==> config.mk <==
export PLATFORM = sky130hd
export DESIGN_NAME = umi_address_remap_cfg
export DESIGN_NICKNAME = d
export VERILOG_FILES = /design/src/rtl/umi_address_remap_cfg.sv
export SDC_FILE = /design/constraint.sdc
export NUM_CORES = 1
export LEC_CHECK = 0
export BUFFER_PORTS_ARGS = -buffer_cell sky130_fd_sc_hd__buf_2
export CORE_AREA = 2 2 353 355
export DETAILED_ROUTE_END_ITERATION = 7
export DIE_AREA = 0 0 355 357
export PLACE_DENSITY_LB_ADDON = 0.3
export SLEW_MARGIN = 20
export SYNTH_ARGS = -nofsm -noshare
export SYNTH_HDL_FRONTEND = slang
export SYNTH_SLANG_ARGS = --single-unit
==> constraint.sdc <==
create_clock -name clk -period 2.45 [get_ports clk]
set_clock_uncertainty 0.2 [all_clocks]
set_input_delay 0.1225 -clock clk [delete_from_list [all_inputs] [get_ports clk]]
set_output_delay 0.1225 -clock clk [all_outputs]
set_load 0.05 [all_outputs]
==> src/rtl/umi_address_remap_cfg.sv <==
`default_nettype none
// umi_address_remap_cfg: shadow/active remap table and dstaddr window with atomic commit. Rev 1.0.
// Register readback is built only when UMI_REMAP_CFG_READBACK_EN is defined.
module umi_address_remap_cfg #(
   parameter int CW    = 32,
   parameter int AW    = 64,
   parameter int DW    = 64,
   parameter int IDW   = 16,
   parameter int NMAPS = 8
) (
   input  logic                 clk,
   input  logic                 nreset,
   input  logic                 cfg_req_valid,
   output logic                 cfg_req_ready,
   input  logic [CW-1:0]        cfg_req_cmd,
   input  logic [AW-1:0]        cfg_req_dstaddr,
   input  logic [AW-1:0]        cfg_req_srcaddr,
   input  logic [DW-1:0]        cfg_req_data,
   output logic                 cfg_resp_valid,
   input  logic                 cfg_resp_ready,
   output logic [CW-1:0]        cfg_resp_cmd,
   output logic [AW-1:0]        cfg_resp_dstaddr,
   output logic [AW-1:0]        cfg_resp_srcaddr,
   output logic [DW-1:0]        cfg_resp_data,
   input  logic                 remap_idle,
   output logic [IDW*NMAPS-1:0] old_row_col_address,
   output logic [IDW*NMAPS-1:0] new_row_col_address,
   output logic [AW-1:0]        set_dstaddress_low,
   output logic [AW-1:0]        set_dstaddress_high,
   output logic [AW-1:0]        set_dstaddress_offset,
   output logic                 commit_pending
);

   localparam logic [4:0] REQ_READ   = 5'h01;
   localparam logic [4:0] REQ_WRITE  = 5'h03;
   localparam logic [4:0] REQ_POSTED = 5'h05;
   localparam logic [4:0] RESP_READ  = 5'h02;
   localparam logic [4:0] RESP_WRITE = 5'h04;
   localparam int         IW         = (NMAPS > 1) ? $clog2(NMAPS) : 1;
   localparam logic [8:0] NMAPS_W    = 9'(NMAPS);

   typedef enum logic [0:0] {IDLE = 1'b0, RESP = 1'b1} state_t;
   state_t state, state_nxt;

   logic [IDW-1:0] sh_old  [NMAPS];
   logic [IDW-1:0] sh_new  [NMAPS];
   logic [IDW-1:0] act_old [NMAPS];
   logic [IDW-1:0] act_new [NMAPS];
   logic [AW-1:0]  sh_low, sh_high, sh_off;

   logic [4:0]    opc;
   logic [11:0]   off;
   logic [IW-1:0] idx;
   logic          shape_ok, hit_entry, hit_low, hit_high, hit_off, hit_ctrl, hit_status, mapped;
   logic          is_read, is_write, is_posted, wr_ok, rd_ok;
   logic          req_fire, wr_en, apply;
   logic [DW-1:0] rd_data;
   logic [CW-1:0] resp_cmd_nxt;
   logic          unused_req_bits;

   assign opc        = cfg_req_cmd[4:0];
   assign off        = cfg_req_dstaddr[11:0];
   assign idx        = off[3 +: IW];
   assign shape_ok   = (cfg_req_cmd[7:5] == 3'd3) && (cfg_req_cmd[15:8] == 8'd0);
   assign hit_entry  = (off[2:0] == 3'b000) && (off[11:3] < NMAPS_W);
   assign hit_low    = (off == 12'h100);
   assign hit_high   = (off == 12'h108);
   assign hit_off    = (off == 12'h110);
   assign hit_ctrl   = (off == 12'h118);
   assign hit_status = (off == 12'h120);
   assign mapped     = hit_entry | hit_low | hit_high | hit_off | hit_ctrl | hit_status;
   assign is_read    = (opc == REQ_READ);
   assign is_write   = (opc == REQ_WRITE);
   assign is_posted  = (opc == REQ_POSTED);
   assign wr_ok      = (is_write | is_posted) & shape_ok & mapped & ~hit_status;
   assign unused_req_bits = ^{cfg_req_cmd[CW-1:16], cfg_req_dstaddr[AW-1:12]};

`ifdef UMI_REMAP_CFG_READBACK_EN
   assign rd_ok = is_read & shape_ok & mapped;

   always_comb begin
      rd_data = '0;
      if (hit_entry) begin
         rd_data[IDW-1:0]   = sh_old[idx];
         rd_data[IDW+31:32] = sh_new[idx];
      end else if (hit_low) begin
         rd_data = DW'(sh_low);
      end else if (hit_high) begin
         rd_data = DW'(sh_high);
      end else if (hit_off) begin
         rd_data = DW'(sh_off);
      end else if (hit_status) begin
         rd_data[0] = commit_pending;
      end
   end
`else
   assign rd_ok   = 1'b0;
   assign rd_data = '0;
`endif

   always_comb begin
      resp_cmd_nxt        = '0;
      resp_cmd_nxt[4:0]   = is_read ? RESP_READ : RESP_WRITE;
      resp_cmd_nxt[15:5]  = cfg_req_cmd[15:5];
      if (is_read ? !rd_ok : !wr_ok) begin
         resp_cmd_nxt[26:25] = 2'b11;
      end
   end

   always_comb begin
      state_nxt      = state;
      cfg_req_ready  = 1'b0;
      cfg_resp_valid = 1'b0;
      case (state)
         IDLE: begin
            cfg_req_ready = 1'b1;
            if (cfg_req_valid && !is_posted) state_nxt = RESP;
         end
         RESP: begin
            cfg_resp_valid = 1'b1;
            if (cfg_resp_ready) state_nxt = IDLE;
         end
         default: state_nxt = IDLE;
      endcase
   end

   assign req_fire = cfg_req_valid & cfg_req_ready;
   assign wr_en    = req_fire & wr_ok;
   assign apply    = commit_pending & remap_idle;

   always_ff @(posedge clk or negedge nreset) begin
      if (!nreset) state <= IDLE;
      else         state <= state_nxt;
   end

   always_ff @(posedge clk or negedge nreset) begin
      if (!nreset) begin
         cfg_resp_cmd     <= '0;
         cfg_resp_dstaddr <= '0;
         cfg_resp_srcaddr <= '0;
         cfg_resp_data    <= '0;
      end else if (req_fire && !is_posted) begin
         cfg_resp_cmd     <= resp_cmd_nxt;
         cfg_resp_dstaddr <= cfg_req_srcaddr;
         cfg_resp_srcaddr <= cfg_req_dstaddr;
         cfg_resp_data    <= rd_ok ? rd_data : '0;
      end
   end

   // Commit copies the pre-edge shadows, so a write landing on the same edge stays in the shadow only.
   always_ff @(posedge clk or negedge nreset) begin
      if (!nreset) begin
         for (int i = 0; i < NMAPS; i++) begin
            sh_old[i]  <= IDW'(i);
            sh_new[i]  <= IDW'(i);
            act_old[i] <= IDW'(i);
            act_new[i] <= IDW'(i);
         end
         sh_low                <= '1;
         sh_high               <= '0;
         sh_off                <= '0;
         set_dstaddress_low    <= '1;
         set_dstaddress_high   <= '0;
         set_dstaddress_offset <= '0;
         commit_pending        <= 1'b0;
      end else begin
         if (apply) begin
            act_old               <= sh_old;
            act_new               <= sh_new;
            set_dstaddress_low    <= sh_low;
            set_dstaddress_high   <= sh_high;
            set_dstaddress_offset <= sh_off;
         end
         if (wr_en) begin
            if (hit_entry) begin
               sh_old[idx] <= cfg_req_data[IDW-1:0];
               sh_new[idx] <= cfg_req_data[IDW+31:32];
            end
            if (hit_low)  sh_low  <= AW'(cfg_req_data);
            if (hit_high) sh_high <= AW'(cfg_req_data);
            if (hit_off)  sh_off  <= AW'(cfg_req_data);
         end
         if (wr_en && hit_ctrl && cfg_req_data[0]) commit_pending <= 1'b1;
         else if (apply)                           commit_pending <= 1'b0;
      end
   end

   generate
      for (genvar i = 0; i < NMAPS; i++) begin : g_pack
         assign old_row_col_address[IDW*i +: IDW] = act_old[i];
         assign new_row_col_address[IDW*i +: IDW] = act_new[i];
      end
   endgenerate

endmodule
`default_nettype wire

==> qor.txt, run 1 <==
GRT
--------------------------------------------------------------------------------
Global-route usage over all layers                                         0.183
Pin count of the biggest net entering global routing                         101
Via count of the first global-routing pass                                 26100
Number of antenna violations at the first check in global routing             10
Global-route wire length before repair                                 173000 um
Total global routing overflow                                                  0

FLOORPLAN
--------------------------------------------------------------------------------
Effective utilization at floorplan                                         0.322
CORE AREA                                                             0.123 mm^2
Number of standard-cell rows in the floorplan                                129
Die Y                                                                     357 um
Floorplan die area                                                    0.127 mm^2
Horizontal extent of the die                                              355 um
Count of pins on the block boundary                                          904

YOSYS
--------------------------------------------------------------------------------
Proportion of netlist area held by the largest area contributor            0.546
Synthesized cell area                                                0.0396 mm^2
Synthesized area divided by synthesized cell count                     16.8 um^2
Count of mapped cells out of synthesis                                      2360
Number of synthesized flops with an enable pin                                 0
Post-synthesis register bit count                                           1040
Synthesis Warnings                                                             0
Prevailing post-synth register cell                                      dfrtp_1
Most instantiated library cell after synthesis                            mux2_2
Top area cells in the synthesized netlist                           dfrtp_1 55%, mux2_2 29%, dfstp_2 12%
Synth async-reset ratio                                                     1.00
Fraction of the yosys area taken by sequential cells                       0.663
Cell type with the highest aggregate area in the netlist                 dfrtp_1
Most common library cells after synthesis                           1005 x mux2_2, 864 x dfrtp_1, 176 x dfstp_2
Yosys cell types                                                              37

PWR
--------------------------------------------------------------------------------
Part of the power in the clock network                                     0.425
Power density of the placed cells                                    739 mW/mm^2
Combinational Power Share                                                  0.128
Share of total power consumed by net switching                             0.274
Cell-internal power                                                      29.4 mW
LEAKAGE                                                                  28.3 nW
Overall power consumption                                                40.5 mW
Seq pwr share                                                              0.446
Worst IR Drop VDD                                                       0.621 mV
Reported net switching power                                             11.1 mW

CELLS AND AREA
--------------------------------------------------------------------------------
Multi-input logic area                                               0.0129 mm^2
Layout overhead on the synthesized area                                    38.3%
Number of fill cells in the layout                                         11000
Storage element area                                                 0.0262 mm^2
Number of nets in the finished design                                       3884
Layout cells sized above 1                                                 0.623

DRT
--------------------------------------------------------------------------------
Number of antenna-violating nets in the routed design                          0
Detailed-route DRC error count                                                 0
WL per Instance                                                          22.4 um
Detailed-route via count                                                   24600
Iter 0 DRT Violations                                                       1216
Detailed-route wire length                                             121000 um
Total iterations of the first detailed-routing run                             4
Routed vias/inst                                                            4.57

TIMING
--------------------------------------------------------------------------------
Unrepaired setup endpoints after global routing                             true
Total of endpoints with negative setup slack in the final report             149
Final worst slack                                                     -0.0942 ns
Maximum achievable frequency                                             393 MHz
Setup Total Neg Slack                                                   -6.56 ns
Worst Tran Pin Value                                                    0.569 ns
Hold violation total from the final report                                     0
Fin crit period                                                          2.54 ns
Final critical-path share of the clock period                               1.04
Max-slew violations                                                            0
Max_slew headroom                                                          0.620

PLACED DESIGN
--------------------------------------------------------------------------------
Count of input and output buffers                                            806
RePlAce Congestion                                                         0.776
Detailed placer's ending HPWL                                           79600 um

CLOCK NETWORK
--------------------------------------------------------------------------------
H-Tree Level Count                                                             3
Sink count of the clock tree                                                1040
Maximum buffer depth of the clock tree                                         3
Clock transition at path regs                                            0.06 ns
Number of buffers inserted during clock tree synthesis                       112
Clock tree from TritonCTS                                                    yes
Clock latency at the later pin of the worst-skew pair                    0.73 ns
CTS root buf                                                           clkbuf_16

WORST HOLD PATH
--------------------------------------------------------------------------------
Path type of the worst min-delay path                               input pin to async pin

WORST SETUP PATH
--------------------------------------------------------------------------------
Endpoint class of the critical path                                    flip-flop
Critical-path maximum fanout                                                   8
Required arrival time at the worst endpoint                              2.84 ns
Arrival time at the worst endpoint                                       2.93 ns
Worst setup path category                                           flip-flop to flip-flop
Element type at the critical path start                                flip-flop

OUTCOME
--------------------------------------------------------------------------------
Status                                                              finished with violations
Failing checks                                                      setup timing

FLOW RUN
--------------------------------------------------------------------------------
Number of maximum-capacitance violations                                       0

==> critical path: stages, from the launching register on <==
cell and delay (ns):
dfrtp_2 0.40, nand2b_4 0.14, or4_4 0.50, buf_6 0.17, nor3_4 0.19, buf_12 0.14
buf_12 0.15, buf_12 0.15, mux2_2 0.33
==> metal layers <==
layer,share of wire,vias up,GRT usage
met5,0.00030,-,0
met3,0.052,194,0.0336
met4,0.030,6,0.0596
li1,-,10800,-
met1,0.41,12900,0.230
met2,0.51,719,0.318
==> stage by stage <==
step | cell area, um^2 | std cells | hold slack, ns | utilization | setup slack, ns
after floorplan | 40000 | 2440 | -0.373 | - | -0.263
after global placement | 46200 | 4766 | -0.0826 | 0.375 | -0.558
after detailed placement | 46200 | 4766 | -0.0817 | 0.375 | -0.595
after CTS | 54100 | 5372 | 0.000819 | 0.440 | -0.130
after global routing | 54800 | 5393 | 0.0453 | 0.445 | -0.131
final | 54800 | 5394 | 0.0579 | 0.445 | -0.0942
==> final cells by class <==
cell class                 count  share of cell area
antenna                        4            0.000183
clock buffer                 176              0.0600
clock inverter                36             0.00919
inverter                       2            0.000137
multi-input combinational   1173               0.235
sequential                  1040               0.479
tap                         1637              0.0374
timing repair buffer        1326               0.179
==> state kept, by name, summed over array words and instances (netlist names) <==
register,flops
sh_low,64
commit_pending,1
set_dstaddress_low,64
cfg_resp_dstaddr,64
cfg_resp_srcaddr,64
new_row_col_address,128
set_dstaddress_offset,64
state,1
sh_high,64
old_row_col_address,128
sh_off,64
cfg_resp_cmd,14
sh_old,128
sh_new,128
set_dstaddress_high,64
==> placed cells by master, fill, tap and decap left out, types with 6 or more instances in the layout <==
cell / Yosys / layout
buf_12: 0 / 42
dfstp_2: 176 / 176
dlygate4sd3_1: 0 / 386
mux2_4: 30 / 114
clkbuf_8: 0 / 24
dfrtp_1: 864 / 863
nor2_1: 7 / 7
clkbuf_16: 0 / 121
mux2_2: 1005 / 921
buf_16: 0 / 6
nand4_1: 6 / 6
buf_2: 23 / 805
conb_1: 1 / 81
bufinv_16: 0 / 8
clkinv_2: 0 / 15
buf_4: 83 / 67
clkbuf_1: 112 / 40
==> logic make-up (layout without fill, tap and decap cells) <==
logic type,count (synthesis),count (layout),synth area share
flops,1040,1040,0.663
mux,1035,1035,0.297
buf+inv,227,1540,0.0307
simple gates,49,49,0.00774
compound gates,7,7,0.00111
other cells,1,85,0.0000947
xor+xnor,1,1,0.000221
==> worst paths after layout <==
kind                                        startpoint                                     to  slack (ns)  depth (start not counted)
min in group clk                      cfg_req_data[50]                 sh_low[50]$_DFFE_PN1P_        0.07                          3
worst min-delay path                            nreset    new_row_col_address[54]$_DFFE_PN0P_        0.06                          3
worst max register to register         state$_DFF_PN0_                sh_high[50]$_DFFE_PN0P_       -0.09                          8
worst min register to register  sh_off[47]$_DFFE_PN0P_  set_dstaddress_offset[47]$_DFFE_PN0P_        0.29                          1
worst max-delay path                   state$_DFF_PN0_                sh_high[50]$_DFFE_PN0P_       -0.09                          8
max in group asynchronous                       nreset     set_dstaddress_low[16]$_DFFE_PN1P_        1.35                          4
==> power groups by stage <==
stage,Combinational [mW],Clock [mW],Sequential [mW]
2_1_floorplan,1.10,0,20.3
3_3_place_gp,4.66,0,18.3
3_5_place_dp,4.67,0,18.3
4_1_cts,5.18,17.7,18.0
5_1_grt,5.44,18.4,18.1
6_report,5.19,17.2,18.1
==> repair_timing <==
action / CTS / global route
setup buffers: 2 / 8
endpoints found under the setup margin: 313 / 390
hold endpoints to repair: 1600 / 3
resized for setup: 17 / 94
gates cloned: 4 / 10
pin swaps: 4 / 4
hold buffers: 388 / 3
(Power assumes the default switching activity.)
==> run 2: changes to the inputs <==
- BUFFER_PORTS_ARGS: -buffer_cell sky130_fd_sc_hd__buf_2 -> not set
- CORE_AREA: 2 2 353 355 -> 2 2 347 349
- DIE_AREA: 0 0 355 357 -> 0 0 349 351
- DONT_BUFFER_PORTS: not set -> 1
==> qor.txt, run 2 (same netlist as run 1, synthesis figures left out) <==
OUTCOME
--------------------------------------------------------------------------------
Status                                                              finished with violations   unchanged
Failing checks                                                      hold timing, setup timing   was setup timing

FLOW RUN
--------------------------------------------------------------------------------
Number of maximum-capacitance violations                                       0   unchanged

WORST SETUP PATH
--------------------------------------------------------------------------------
Count of cells along the worst register-to-register path                       8   unchanged
Flop2flop setup slack                                                   -0.21 ns   was -0.09 ns
Element type at the critical path start                                input pin   was flip-flop
Worst setup path category                                           input pin to flip-flop   was flip-flop to flip-flop
Endpoint class of the critical path                                    flip-flop   unchanged
Required arrival time at the worst endpoint                              2.86 ns   was 2.84 ns
Endpoint of the most critical register-to-register path             sh_low[37]$_DFFE_PN1P_   was sh_high[50]$_DFFE_PN0P_
Critical-path maximum fanout                                                   7   was 8
Arrival time at the worst endpoint                                       3.12 ns   was 2.93 ns
Reg2Reg Launch Point                                                state$_DFF_PN0_   unchanged

FLOORPLAN
--------------------------------------------------------------------------------
Number of standard-cell rows in the floorplan                                127   was 129
Count of pins on the block boundary                                          904   unchanged
Horizontal extent of the die                                              349 um   was 355 um
Effective utilization at floorplan                                         0.333   was 0.322
CORE AREA                                                             0.119 mm^2   was 0.123 mm^2
Floorplan die area                                                    0.122 mm^2   was 0.127 mm^2
Die Y                                                                     351 um   was 357 um

DRT
--------------------------------------------------------------------------------
WL per Instance                                                          26.2 um   was 22.4 um
Total iterations of the first detailed-routing run                             5   was 4
Routed vias/inst                                                            4.82   was 4.57
Detailed-route DRC error count                                                 0   unchanged
Detailed-route wire length                                             117000 um   was 121000 um
Detailed-route via count                                                   21400   was 24600
Number of antenna-violating nets in the routed design                          0   unchanged
Iter 0 DRT Violations                                                       1131   was 1216

TIMING
--------------------------------------------------------------------------------
Final worst slack                                                      -0.261 ns   was -0.0942 ns
Setup Total Neg Slack                                                  -50.09 ns   was -6.56 ns
Fin crit period                                                          2.71 ns   was 2.54 ns
Max-slew violations                                                            0   unchanged
Fin Hold WS                                                            -0.939 ns   was 0.0579 ns
Worst Tran Pin Value                                                     1.14 ns   was 0.569 ns
Total of endpoints with negative setup slack in the final report             254   was 149
Max_slew headroom                                                          0.239   was 0.620
Unrepaired setup endpoints after global routing                             true   unchanged
Hold violation total from the final report                                   345   was 0
Maximum achievable frequency                                             369 MHz   was 393 MHz
Final critical-path share of the clock period                               1.11   was 1.04

CELLS AND AREA
--------------------------------------------------------------------------------
Commonest non-fill, non-tap cell in the layout                           dfrtp_1   was mux2_2
Layout cells sized above 1                                                 0.518   was 0.623
Final cell utilization of the core                                         0.423   was 0.445
Layout overhead on the synthesized area                                    27.0%   was 38.3%
Commonest non-fill, non-tap cells in the layout                     863 x dfrtp_1, 843 x mux2_2, 370 x dlygate4sd3_1   was 921 x mux2_2, 863 x dfrtp_1, 805 x buf_2
Post-route standard cell area excluding fillers                      0.0503 mm^2   was 0.0548 mm^2
Number of nets in the finished design                                       3022   was 3884

PWR
--------------------------------------------------------------------------------
LEAKAGE                                                                  24.1 nW   was 28.3 nW
Part of the power in the clock network                                     0.423   was 0.425
Reported net switching power                                             10.8 mW   was 11.1 mW
Seq pwr share                                                              0.520   was 0.446
Share of total power consumed by net switching                             0.278   was 0.274
Power density of the placed cells                                    774 mW/mm^2   was 739 mW/mm^2
Combinational Power Share                                                  0.057   was 0.128
Worst IR Drop VDD                                                       0.666 mV   was 0.621 mV
Cell-internal power                                                      28.1 mW   was 29.4 mW

GRT
--------------------------------------------------------------------------------
Global-route wire length before repair                                 163000 um   was 173000 um
Via count of the first global-routing pass                                 22900   was 26100
Pin count of the biggest net entering global routing                        1041   was 101
Global-route usage over all layers                                         0.180   was 0.183
Total global routing overflow                                                  0   unchanged
Number of antenna violations at the first check in global routing             22   was 10

CLOCK NETWORK
--------------------------------------------------------------------------------
Number of buffers inserted during clock tree synthesis                       109   was 112
Clock tree from TritonCTS                                                    yes   unchanged
CTS root buf                                                           clkbuf_16   unchanged
Sink count of the clock tree                                                1040   unchanged
Clock latency at the later pin of the worst-skew pair                    0.69 ns   was 0.73 ns
H-Tree Level Count                                                             3   unchanged
Clock transition at path regs                                            0.06 ns   about the same
Maximum buffer depth of the clock tree                                         3   unchanged

PLACED DESIGN
--------------------------------------------------------------------------------
Count of input and output buffers                                              0   was 806
Instance area after placement                                        0.0416 mm^2   was 0.0462 mm^2
RePlAce Congestion                                                         0.789   was 0.776
Detailed placer's ending HPWL                                           71900 um   was 79600 um
DP Worst Slack                                                         -0.501 ns   was -0.595 ns

WORST HOLD PATH
--------------------------------------------------------------------------------
Path type of the worst min-delay path                               input pin to async pin   unchanged

## run 2: metal layers
layer	wire [um]	part of all wire	global-route usage
met4	3560	0.031	0.0510
met2	60200	0.52	0.322
met1	43700	0.37	0.203
met5	69	0.00059	0
met3	9070	0.078	0.0607
## run 2: metrics by stage
step / hold WS [ns] / std cells / total power [mW]
floorplan: -0.373 / 2440 / 21.4
global placement: -0.351 / 3831 / 21.5
detailed placement: -0.352 / 3831 / 21.6
CTS: -1.12 / 4416 / 38.9
global route: -0.981 / 4439 / 40.4
finish: -0.939 / 4446 / 38.9
## run 2: repair_timing
action / 4_1_cts / 5_1_grt
pin swaps: 0 / 5
hold endpoints to repair: 2066 / 382
cloned: 2 / 9
hold buffers: 373 / 2
setup buffers: 5 / 5
setup endpoints to repair: 249 / 261
resized for setup: 66 / 135
## run 2: power by group through the flow
stage	logic [mW]	clock network (mW)	registers, mW
after floorplan	1.10	0	20.3
after global placement	1.01	0	20.5
after detailed placement	1.07	0	20.5
after CTS	1.79	16.9	20.2
after global routing	2.37	17.7	20.3
final	2.21	16.5	20.3
## run 2: critical path: stages
cell and delay (ns):
dlygate4sd3_1 0.57, or4_1 0.63, or4_4 0.61, buf_6 0.16, nor3_4 0.19, buf_6 0.15
buf_16 0.15, clkbuf_16 0.19, mux2_4 0.30
## run 2: how the worst max path moves through the flow
stage	slack [ns]	end	depth (start not counted)	startpoint
floorplan	-0.26	sh_new[66]$_DFFE_PN0P_	7	state$_DFF_PN0_
global placement	-0.46	sh_off[16]$_DFFE_PN0P_	6	cfg_req_dstaddr[1]
detailed placement	-0.50	sh_off[62]$_DFFE_PN0P_	6	cfg_req_dstaddr[1]
CTS	-0.18	sh_old[124]$_DFFE_PN0P_	7	state$_DFF_PN0_
global route	-0.26	sh_low[42]$_DFFE_PN1P_	8	state$_DFF_PN0_
finish	-0.26	sh_low[37]$_DFFE_PN1P_	9	cfg_req_dstaddr[2]
## run 2: cell type report
type | count | area (um^2)
fill | 10400 | 68700
tap | 1548 | 1940
clock buffer | 161 | 3120
clock inverter | 45 | 502
inverter | 2 | 7.51
antenna | 10 | 25.0
timing repair buffer | 467 | 5330
sequential | 1040 | 26200
multi-input combinational | 1173 | 13100
